[src/rtl/reorder_buffer_if.sv]
// Handshake bundle between the rename/execute pipeline and the reorder buffer.
// The master drives allocation, completion and control; the slave is the buffer.
interface reorder_buffer_if #(
    parameter int NUM_ROB  = 16,
    parameter int NUM_REG  = 32,
    parameter int NUM_TAGS = 64
);
    localparam int NUM_ROB_LOG2  = $clog2(NUM_ROB);
    localparam int NUM_REG_LOG2  = $clog2(NUM_REG);
    localparam int NUM_TAGS_LOG2 = $clog2(NUM_TAGS);

    logic                     flush;
    logic                     alloc_valid;
    logic [NUM_REG_LOG2-1:0]  alloc_rd;
    logic [NUM_TAGS_LOG2-1:0] alloc_old_tag;
    logic                     alloc_ready;
    logic [NUM_ROB_LOG2-1:0]  alloc_idx;
    logic                     complete_valid;
    logic [NUM_ROB_LOG2-1:0]  complete_idx;
    logic                     retire_stall;
    logic                     commit_valid;
    logic                     retire_valid;
    logic [NUM_TAGS_LOG2-1:0] retire_tag;
    logic [NUM_REG_LOG2-1:0]  retire_rd;
    logic                     empty;

    modport master (
        output flush, alloc_valid, alloc_rd, alloc_old_tag,
               complete_valid, complete_idx, retire_stall,
        input  alloc_ready, alloc_idx, commit_valid, retire_valid,
               retire_tag, retire_rd, empty
    );

    modport slave (
        input  flush, alloc_valid, alloc_rd, alloc_old_tag,
               complete_valid, complete_idx, retire_stall,
        output alloc_ready, alloc_idx, commit_valid, retire_valid,
               retire_tag, retire_rd, empty
    );
endinterface

[src/rtl/reorder_buffer.sv]
// In-order retirement controller: entries allocate at the tail, complete out of
// order, and retire from the head one per cycle, freeing the displaced physical tag.
module reorder_buffer #(
    parameter int NUM_ROB       = 16,
    parameter int NUM_REG       = 32,
    parameter int NUM_TAGS      = 64,
    parameter int NUM_ROB_LOG2  = $clog2(NUM_ROB),
    parameter int NUM_REG_LOG2  = $clog2(NUM_REG),
    parameter int NUM_TAGS_LOG2 = $clog2(NUM_TAGS)
) (
    input  logic              clk,
    input  logic              rst,
    reorder_buffer_if.slave   rob
);
    localparam logic [NUM_ROB_LOG2:0] FULL_CNT = (NUM_ROB_LOG2 + 1)'(NUM_ROB);

    logic [NUM_ROB-1:0]       r_valid;
    logic [NUM_ROB-1:0]       r_done;
    logic [NUM_REG_LOG2-1:0]  r_rd      [NUM_ROB];
    logic [NUM_TAGS_LOG2-1:0] r_old_tag [NUM_ROB];
    logic [NUM_ROB_LOG2-1:0]  r_head;
    logic [NUM_ROB_LOG2-1:0]  r_tail;
    logic [NUM_ROB_LOG2:0]    r_count;
    logic                     r_commit_valid;
    logic                     r_retire_valid;
    logic [NUM_TAGS_LOG2-1:0] r_retire_tag;
    logic [NUM_REG_LOG2-1:0]  r_retire_rd;

    logic w_alloc_ready;
    logic w_alloc_fire;
    logic w_complete_fire;
    logic w_retire_fire;

    // No full-bypass: a full buffer refuses allocation even while it retires.
    assign w_alloc_ready   = (r_count != FULL_CNT);
    assign w_alloc_fire    = rob.alloc_valid & w_alloc_ready;
    assign w_complete_fire = rob.complete_valid & r_valid[rob.complete_idx]
                           & ~(w_alloc_fire & (rob.complete_idx == r_tail));
    assign w_retire_fire   = r_valid[r_head] & r_done[r_head] & ~rob.retire_stall;

    always_ff @(posedge clk) begin
        if (rst) begin
            r_valid        <= '0;
            r_done         <= '0;
            r_head         <= '0;
            r_tail         <= '0;
            r_count        <= '0;
            r_commit_valid <= 1'b0;
            r_retire_valid <= 1'b0;
            r_retire_tag   <= '0;
            r_retire_rd    <= '0;
        end else if (rob.flush) begin
            r_valid        <= '0;
            r_done         <= '0;
            r_head         <= '0;
            r_tail         <= '0;
            r_count        <= '0;
            r_commit_valid <= 1'b0;
            r_retire_valid <= 1'b0;
        end else begin
            if (w_complete_fire) begin
                r_done[rob.complete_idx] <= 1'b1;
            end
            if (w_alloc_fire) begin
                r_valid[r_tail] <= 1'b1;
                r_done[r_tail]  <= 1'b0;
                r_tail          <= r_tail + 1'b1;
            end
            // Head clear comes last; it can never collide with the tail write
            // because allocation into a full buffer is refused.
            if (w_retire_fire) begin
                r_valid[r_head] <= 1'b0;
                r_done[r_head]  <= 1'b0;
                r_head          <= r_head + 1'b1;
                r_retire_tag    <= r_old_tag[r_head];
                r_retire_rd     <= r_rd[r_head];
            end
            r_commit_valid <= w_retire_fire;
            r_retire_valid <= w_retire_fire & (r_rd[r_head] != '0);
            case ({w_alloc_fire, w_retire_fire})
                2'b10:   r_count <= r_count + 1'b1;
                2'b01:   r_count <= r_count - 1'b1;
                default: r_count <= r_count;
            endcase
        end
    end

    // Payload storage is only meaningful while the matching valid bit is set.
    always_ff @(posedge clk) begin
        if (w_alloc_fire) begin
            r_rd[r_tail]      <= rob.alloc_rd;
            r_old_tag[r_tail] <= rob.alloc_old_tag;
        end
    end

    assign rob.alloc_ready  = w_alloc_ready;
    assign rob.alloc_idx    = r_tail;
    assign rob.empty        = (r_count == '0);
    assign rob.commit_valid = r_commit_valid;
    assign rob.retire_valid = r_retire_valid;
    assign rob.retire_tag   = r_retire_tag;
    assign rob.retire_rd    = r_retire_rd;
endmodule

[src/flat_wrapper.sv]
// flat-port wrapper written by rule: the top's interface ports become plain ports
module reorder_buffer_flat 
#(
    parameter int NUM_ROB       = 16,
    parameter int NUM_REG       = 32,
    parameter int NUM_TAGS      = 64,
    parameter int NUM_ROB_LOG2  = $clog2(NUM_ROB),
    parameter int NUM_REG_LOG2  = $clog2(NUM_REG),
    parameter int NUM_TAGS_LOG2 = $clog2(NUM_TAGS)
)
  (clk, rst, rob_flush, rob_alloc_valid, rob_alloc_rd, rob_alloc_old_tag, rob_complete_valid, rob_complete_idx, rob_retire_stall, rob_alloc_ready, rob_alloc_idx, rob_commit_valid, rob_retire_valid, rob_retire_tag, rob_retire_rd, rob_empty);
  reorder_buffer_if #(.NUM_ROB(NUM_ROB), .NUM_REG(NUM_REG), .NUM_TAGS(NUM_TAGS)) rob_i ();
  input  logic clk;
  input  logic rst;
  input wire logic [$bits(rob_i.flush)-1:0] rob_flush;
  input wire logic [$bits(rob_i.alloc_valid)-1:0] rob_alloc_valid;
  input wire logic [$bits(rob_i.alloc_rd)-1:0] rob_alloc_rd;
  input wire logic [$bits(rob_i.alloc_old_tag)-1:0] rob_alloc_old_tag;
  input wire logic [$bits(rob_i.complete_valid)-1:0] rob_complete_valid;
  input wire logic [$bits(rob_i.complete_idx)-1:0] rob_complete_idx;
  input wire logic [$bits(rob_i.retire_stall)-1:0] rob_retire_stall;
  output wire logic [$bits(rob_i.alloc_ready)-1:0] rob_alloc_ready;
  output wire logic [$bits(rob_i.alloc_idx)-1:0] rob_alloc_idx;
  output wire logic [$bits(rob_i.commit_valid)-1:0] rob_commit_valid;
  output wire logic [$bits(rob_i.retire_valid)-1:0] rob_retire_valid;
  output wire logic [$bits(rob_i.retire_tag)-1:0] rob_retire_tag;
  output wire logic [$bits(rob_i.retire_rd)-1:0] rob_retire_rd;
  output wire logic [$bits(rob_i.empty)-1:0] rob_empty;
  assign rob_i.flush = rob_flush;
  assign rob_i.alloc_valid = rob_alloc_valid;
  assign rob_i.alloc_rd = rob_alloc_rd;
  assign rob_i.alloc_old_tag = rob_alloc_old_tag;
  assign rob_i.complete_valid = rob_complete_valid;
  assign rob_i.complete_idx = rob_complete_idx;
  assign rob_i.retire_stall = rob_retire_stall;
  assign rob_alloc_ready = rob_i.alloc_ready;
  assign rob_alloc_idx = rob_i.alloc_idx;
  assign rob_commit_valid = rob_i.commit_valid;
  assign rob_retire_valid = rob_i.retire_valid;
  assign rob_retire_tag = rob_i.retire_tag;
  assign rob_retire_rd = rob_i.retire_rd;
  assign rob_empty = rob_i.empty;
  reorder_buffer #(.NUM_ROB(NUM_ROB), .NUM_REG(NUM_REG), .NUM_TAGS(NUM_TAGS), .NUM_ROB_LOG2(NUM_ROB_LOG2), .NUM_REG_LOG2(NUM_REG_LOG2), .NUM_TAGS_LOG2(NUM_TAGS_LOG2)) u_core (.clk(clk), .rst(rst), .rob(rob_i));
endmodule
[config.mk]
export PLATFORM = sky130hd
export DESIGN_NAME = reorder_buffer_flat
export DESIGN_NICKNAME = d
export VERILOG_FILES = /design/src/rtl/reorder_buffer_if.sv /design/src/rtl/reorder_buffer.sv /design/src/flat_wrapper.sv
export SDC_FILE = /design/constraint.sdc
export NUM_CORES = 1
export LEC_CHECK = 0
export BUFFER_PORTS_ARGS = -buffer_cell sky130_fd_sc_hd__buf_4
export CAP_MARGIN = 20
export CORE_ASPECT_RATIO = 0.9
export CORE_MARGIN = 2
export CORE_UTILIZATION = 45
export CTS_BUF_LIST = sky130_fd_sc_hd__clkbuf_16
export CTS_CLUSTER_DIAMETER = 60
export DETAILED_ROUTE_END_ITERATION = 8
export HOLD_SLACK_MARGIN = 0.06
export MAX_ROUTING_LAYER = met4
export PLACE_DENSITY = 0.7
export SLEW_MARGIN = 20
export SYNTH_ARGS = -nofsm -noshare
export SYNTH_HDL_FRONTEND = slang
export SYNTH_SLANG_ARGS = --single-unit
export TNS_END_PERCENT = 5
[constraint.sdc]
create_clock -name clk -period 6.3 [get_ports clk]
set_input_delay 1.26 -clock clk [delete_from_list [all_inputs] [get_ports clk]]
set_output_delay 1.26 -clock clk [all_outputs]
set_load 0.05 [all_outputs]
==> metrics.log <==
[metrics] status: finished clean
[metrics] area share of fa/ha/maj cells after synthesis: approximately 1.4%
[metrics] reg2reg path depth: 14
[metrics] detailed-route wire length: 21000 um
[metrics] arrival time worst endpoint: ~4.6 ns
[metrics] drt initial violations: roughly 490
[metrics] Register-to-Register Setup Slack: 2.12 ns
[metrics] leak pwr: 0.00352 uW
[metrics] RSZ-0062 raised after global routing: no
[metrics] root buf cell: clkbuf_16
[metrics] Routed Antenna Nets: 0
[metrics] largest driver fanout on the critical path: 34
[metrics] number of enable-type register cells in the synthesized netlist: 176
[metrics] multiplexer fraction of the synthesized cell area: 15.3%
[metrics] Final Core Density: 52.7%
[metrics] synthesized netlist net count: 614
[metrics] # nets final: 657
[metrics] largest buffer count on any clock path: 3
[metrics] share of the synthesized netlist area taken by xor and xnor gates: about 1.1%
[metrics] hold endpoint: u_core.rob.retire_tag[3]$_SDFFE_PP0P_
[metrics] number of instances in the synthesized netlist: 582
[metrics] largest net degree at the start of global routing: 36
[metrics] commonest register cell after synthesis: edfxtp_1
[metrics] vias in the first global route: 5415
[metrics] post-synthesis cell type count: 52
[metrics] ratio of cells with drive above 1 in the final layout: 26.7%
[metrics] initial antenna violation count: 0
[metrics] Overflow after GRT: 0
[metrics] Max Cap Violations: 0
[metrics] required time reported for the critical path endpoint: 6.74 ns
[metrics] worst min path class: flop to flop
[metrics] detailed-route wire length per cell: roughly 23 um
[metrics] worst ir drop on vdd: between 0.15 and 0.2 mV
[metrics] number of synthesis warnings: 0
[metrics] number of placement rows: 50
[metrics] number of antenna cells inserted: 0
[metrics] fin crit period: 4.18 ns
[metrics] clock slew at reported path FFs: 0.06 ns
[metrics] average instance area after synthesis: 16.5 um^2
[metrics] total power divided by cell area: 281 nW/um^2
[metrics] CTS tree: built
[metrics] simple logic cell fraction of the synthesized area: 6.23%
[metrics] area of the die: 22500 um^2
[metrics] number of DRC violations after detailed routing: 0
[metrics] origin of the worst min-delay path: u_core.rob.retire_tag[3]$_SDFFE_PP0P_
[metrics] flip-flop and latch count after synthesis: 238
[metrics] post-layout instance count excluding filler cells: 929
[metrics] starting density of the core: between 40% and 50%
[metrics] overall routing resource usage: 19.8%
[metrics] die span in x: approximately 160 um
[metrics] Max H-tree Level: 1
[metrics] maximum clock frequency: approximately 240 MHz
[metrics] number of top-level design ports: 40
[metrics] Hold Fails Final Rpt: 0
[metrics] clock latency on the worst-skew pair: 0.52 ns
[metrics] period utilization: 66.4%
[metrics] class of the most critical setup path: flop to flop
[metrics] Worst slew margin: a little under a quarter
[metrics] first-pass GRT wire length: 31900 um
[metrics] core area: 20800 um^2
[metrics] Vias: 5408
[metrics] number of hold buffers added after cts: 0
[metrics] Compound-Gate Fraction of Synth Area: 6.14%
[metrics] Layout area overhead: 14.4%
[metrics] Fin Clk Skew: 0.0180 ns
[metrics] number of optimization iterations in the first detailed-route pass: 5
[metrics] Hold Path Cell Cnt: 2
[metrics] number of instances resized during post-cts repair: 0
[metrics] Netlist Area Pre-Place: 9600 um^2
[metrics] setup total negative slack: 0 ns
[metrics] combinational family with the most area after synthesis: multiplexers
[metrics] count of clock tree sinks: 238
[metrics] Critical R2R Launch: u_core.r_head[1]$_SDFFE_PP0N_
[metrics] CP Capture Type: flop
[metrics] total placed cells including tap cells: 885
[metrics] FFs w/ async S/R, synth: 0%
[metrics] routability cong.: between 0.9 and 1
[metrics] Setup violations, final: 0
[metrics] sequential element share of the synthesized area: approximately two thirds
[metrics] endpoint of the worst-slack reg-to-reg timing path: u_core.r_count[4]$_SDFFE_PP0P_
[metrics] Least-Margin Pin Slew: between 1 and 1.5 ns
[metrics] post-CTS setup buffer count: 0
[metrics] number of max-slew violations in the final report: 0
[metrics] PortBufs: 39
[metrics] Post-DP HPWL: 13000 um
[metrics] number of CTS-inserted buffers: 24
[metrics] vias per cell: 5.82
[metrics] die height: 143 um
[metrics] sort of element at the start of the critical path: flop
layout make-up:
class | count | area (um^2)
Inverter | 9 | 33.8
Sequential cell | 238 | 6530
Clock buffer | 24 | 601
Timing Repair Buffer | 48 | 360
Fill cell | 1664 | 9850
Clock inverter | 20 | 130
Multi-Input combinational cell | 304 | 2970
Tap cell | 286 | 358
where the power goes:
part           switching, uW  internal (uW)  total, uW
combinational           51.3           28.5       79.8
clock                    574            736       1310
sequential              3.90           1690       1690
total                    629           2450       3080
metal layers:
metal,global-route usage [%],share of wire (%),up-vias,routed length [um]
met2,29.9,46,218,9710
li1,-,-,2381,-
met1,26.9,42,2748,8930
met5,-,0,-,0
met3,3.96,7.2,61,1520
met4,7.25,4.1,0,864
synthesized netlist by cell type, drive strengths merged (2+ instances only):
library cell | instances | area [um^2]
edfxtp | 176 | 5290
dfxtp | 62 | 1240
mux4 | 58 | 1310
nor2 | 51 | 191
a21oi | 28 | 140
nand2 | 25 | 93.8
clkbuf | 16 | 60.1
buf | 15 | 78.8
mux2i | 15 | 150
ha | 11 | 138
nor3 | 11 | 60.1
a22oi | 9 | 67.6
inv | 9 | 33.8
o21ai | 9 | 45.0
xor2 | 8 | 70.1
a2111oi | 7 | 67.6
nor2b | 7 | 43.8
o21a | 7 | 52.6
a211oi | 6 | 45.0
nor3b | 6 | 45.0
a31oi | 5 | 31.3
xnor2 | 4 | 35.0
and2 | 3 | 18.8
nand3 | 3 | 15.0
nor4b | 3 | 26.3
a21boi | 2 | 15.0
a21o | 2 | 15.0
a221o | 2 | 20.0
nand2b | 2 | 12.5
nor4 | 2 | 33.8
o21bai | 2 | 15.0
or3 | 2 | 12.5
layout by cell type, fill, tap and decap left out, types with 7 or more instances in the layout:
cell type  count
nand2_1       25
clkinv_2       7
edfxtp_1     176
inv_1         12
ha_1          11
clkbuf_16     24
dfxtp_1       61
a21oi_1       28
mux4_2        58
mux2i_1       15
o21a_1         7
nor2b_1        7
nor2_2         9
o21ai_0        9
a22oi_1        9
nor2_1        39
xor2_1         8
buf_4         48
metrics by stage:
step,hold slack (ns),cell area [um^2],total power (uW),worst slack [ns]
final,0.491,11000,3080,2.12
after global placement,0.469,10200,1800,2.31
after detailed placement,0.484,10200,1810,2.16
after global routing,0.519,11000,3170,1.84
after CTS,0.498,11000,3110,2.13
after floorplan,0.450,9600,1770,2.52
flip-flops by register name (all words and copies together), names as in the netlist, named ones only:
register	flops
u_core.rob.retire_valid	1
u_core.r_valid	16
u_core.r_done	16
u_core.rob.retire_rd	5
u_core.rob.commit_valid	1
u_core.r_head	4
u_core.r_old_tag	96
u_core.rob.retire_tag	6
u_core.rob.alloc_idx	4
u_core.r_rd	80
u_core.r_count	5
logic make-up (layout without fill, tap and decap cells):
family,count (synthesis),count (layout)
buf+inv,40,101
mux,74,74
xor+xnor,12,12
compound gates,86,86
flops,238,238
simple gates,121,121
fa+ha+maj,11,11
worst max path at each step:
stage / slack, ns / cells past startpoint / end / start
floorplan: 2.52 / 13 / u_core.r_count[4]$_SDFFE_PP0P_ / rob_retire_stall
global placement: 2.31 / 14 / u_core.r_count[4]$_SDFFE_PP0P_ / u_core.r_head[1]$_SDFFE_PP0N_
detailed placement: 2.16 / 14 / u_core.r_count[4]$_SDFFE_PP0P_ / u_core.r_head[1]$_SDFFE_PP0N_
CTS: 2.13 / 14 / u_core.r_count[4]$_SDFFE_PP0P_ / u_core.r_head[1]$_SDFFE_PP0N_
global route: 1.84 / 14 / u_core.r_count[4]$_SDFFE_PP0P_ / u_core.r_head[1]$_SDFFE_PP0N_
finish: 2.12 / 14 / u_core.r_count[4]$_SDFFE_PP0P_ / u_core.r_head[1]$_SDFFE_PP0N_
critical path, stage by stage, from the launching register on:
cell and delay, ns:
dfxtp_1 0.31, buf_4 0.43, inv_2 0.16, mux4_2 0.45, a221o_1 0.48, o22ai_2 0.46, ha_1 0.43, xor2_1 0.18
ha_1 0.17, a21oi_1 0.07, o21bai_1 0.15, a22oi_1 0.08, o221a_2 0.29, or3_1 0.30, a21oi_1 0.14
No activity file was read; power rests on OpenSTA's default activity.
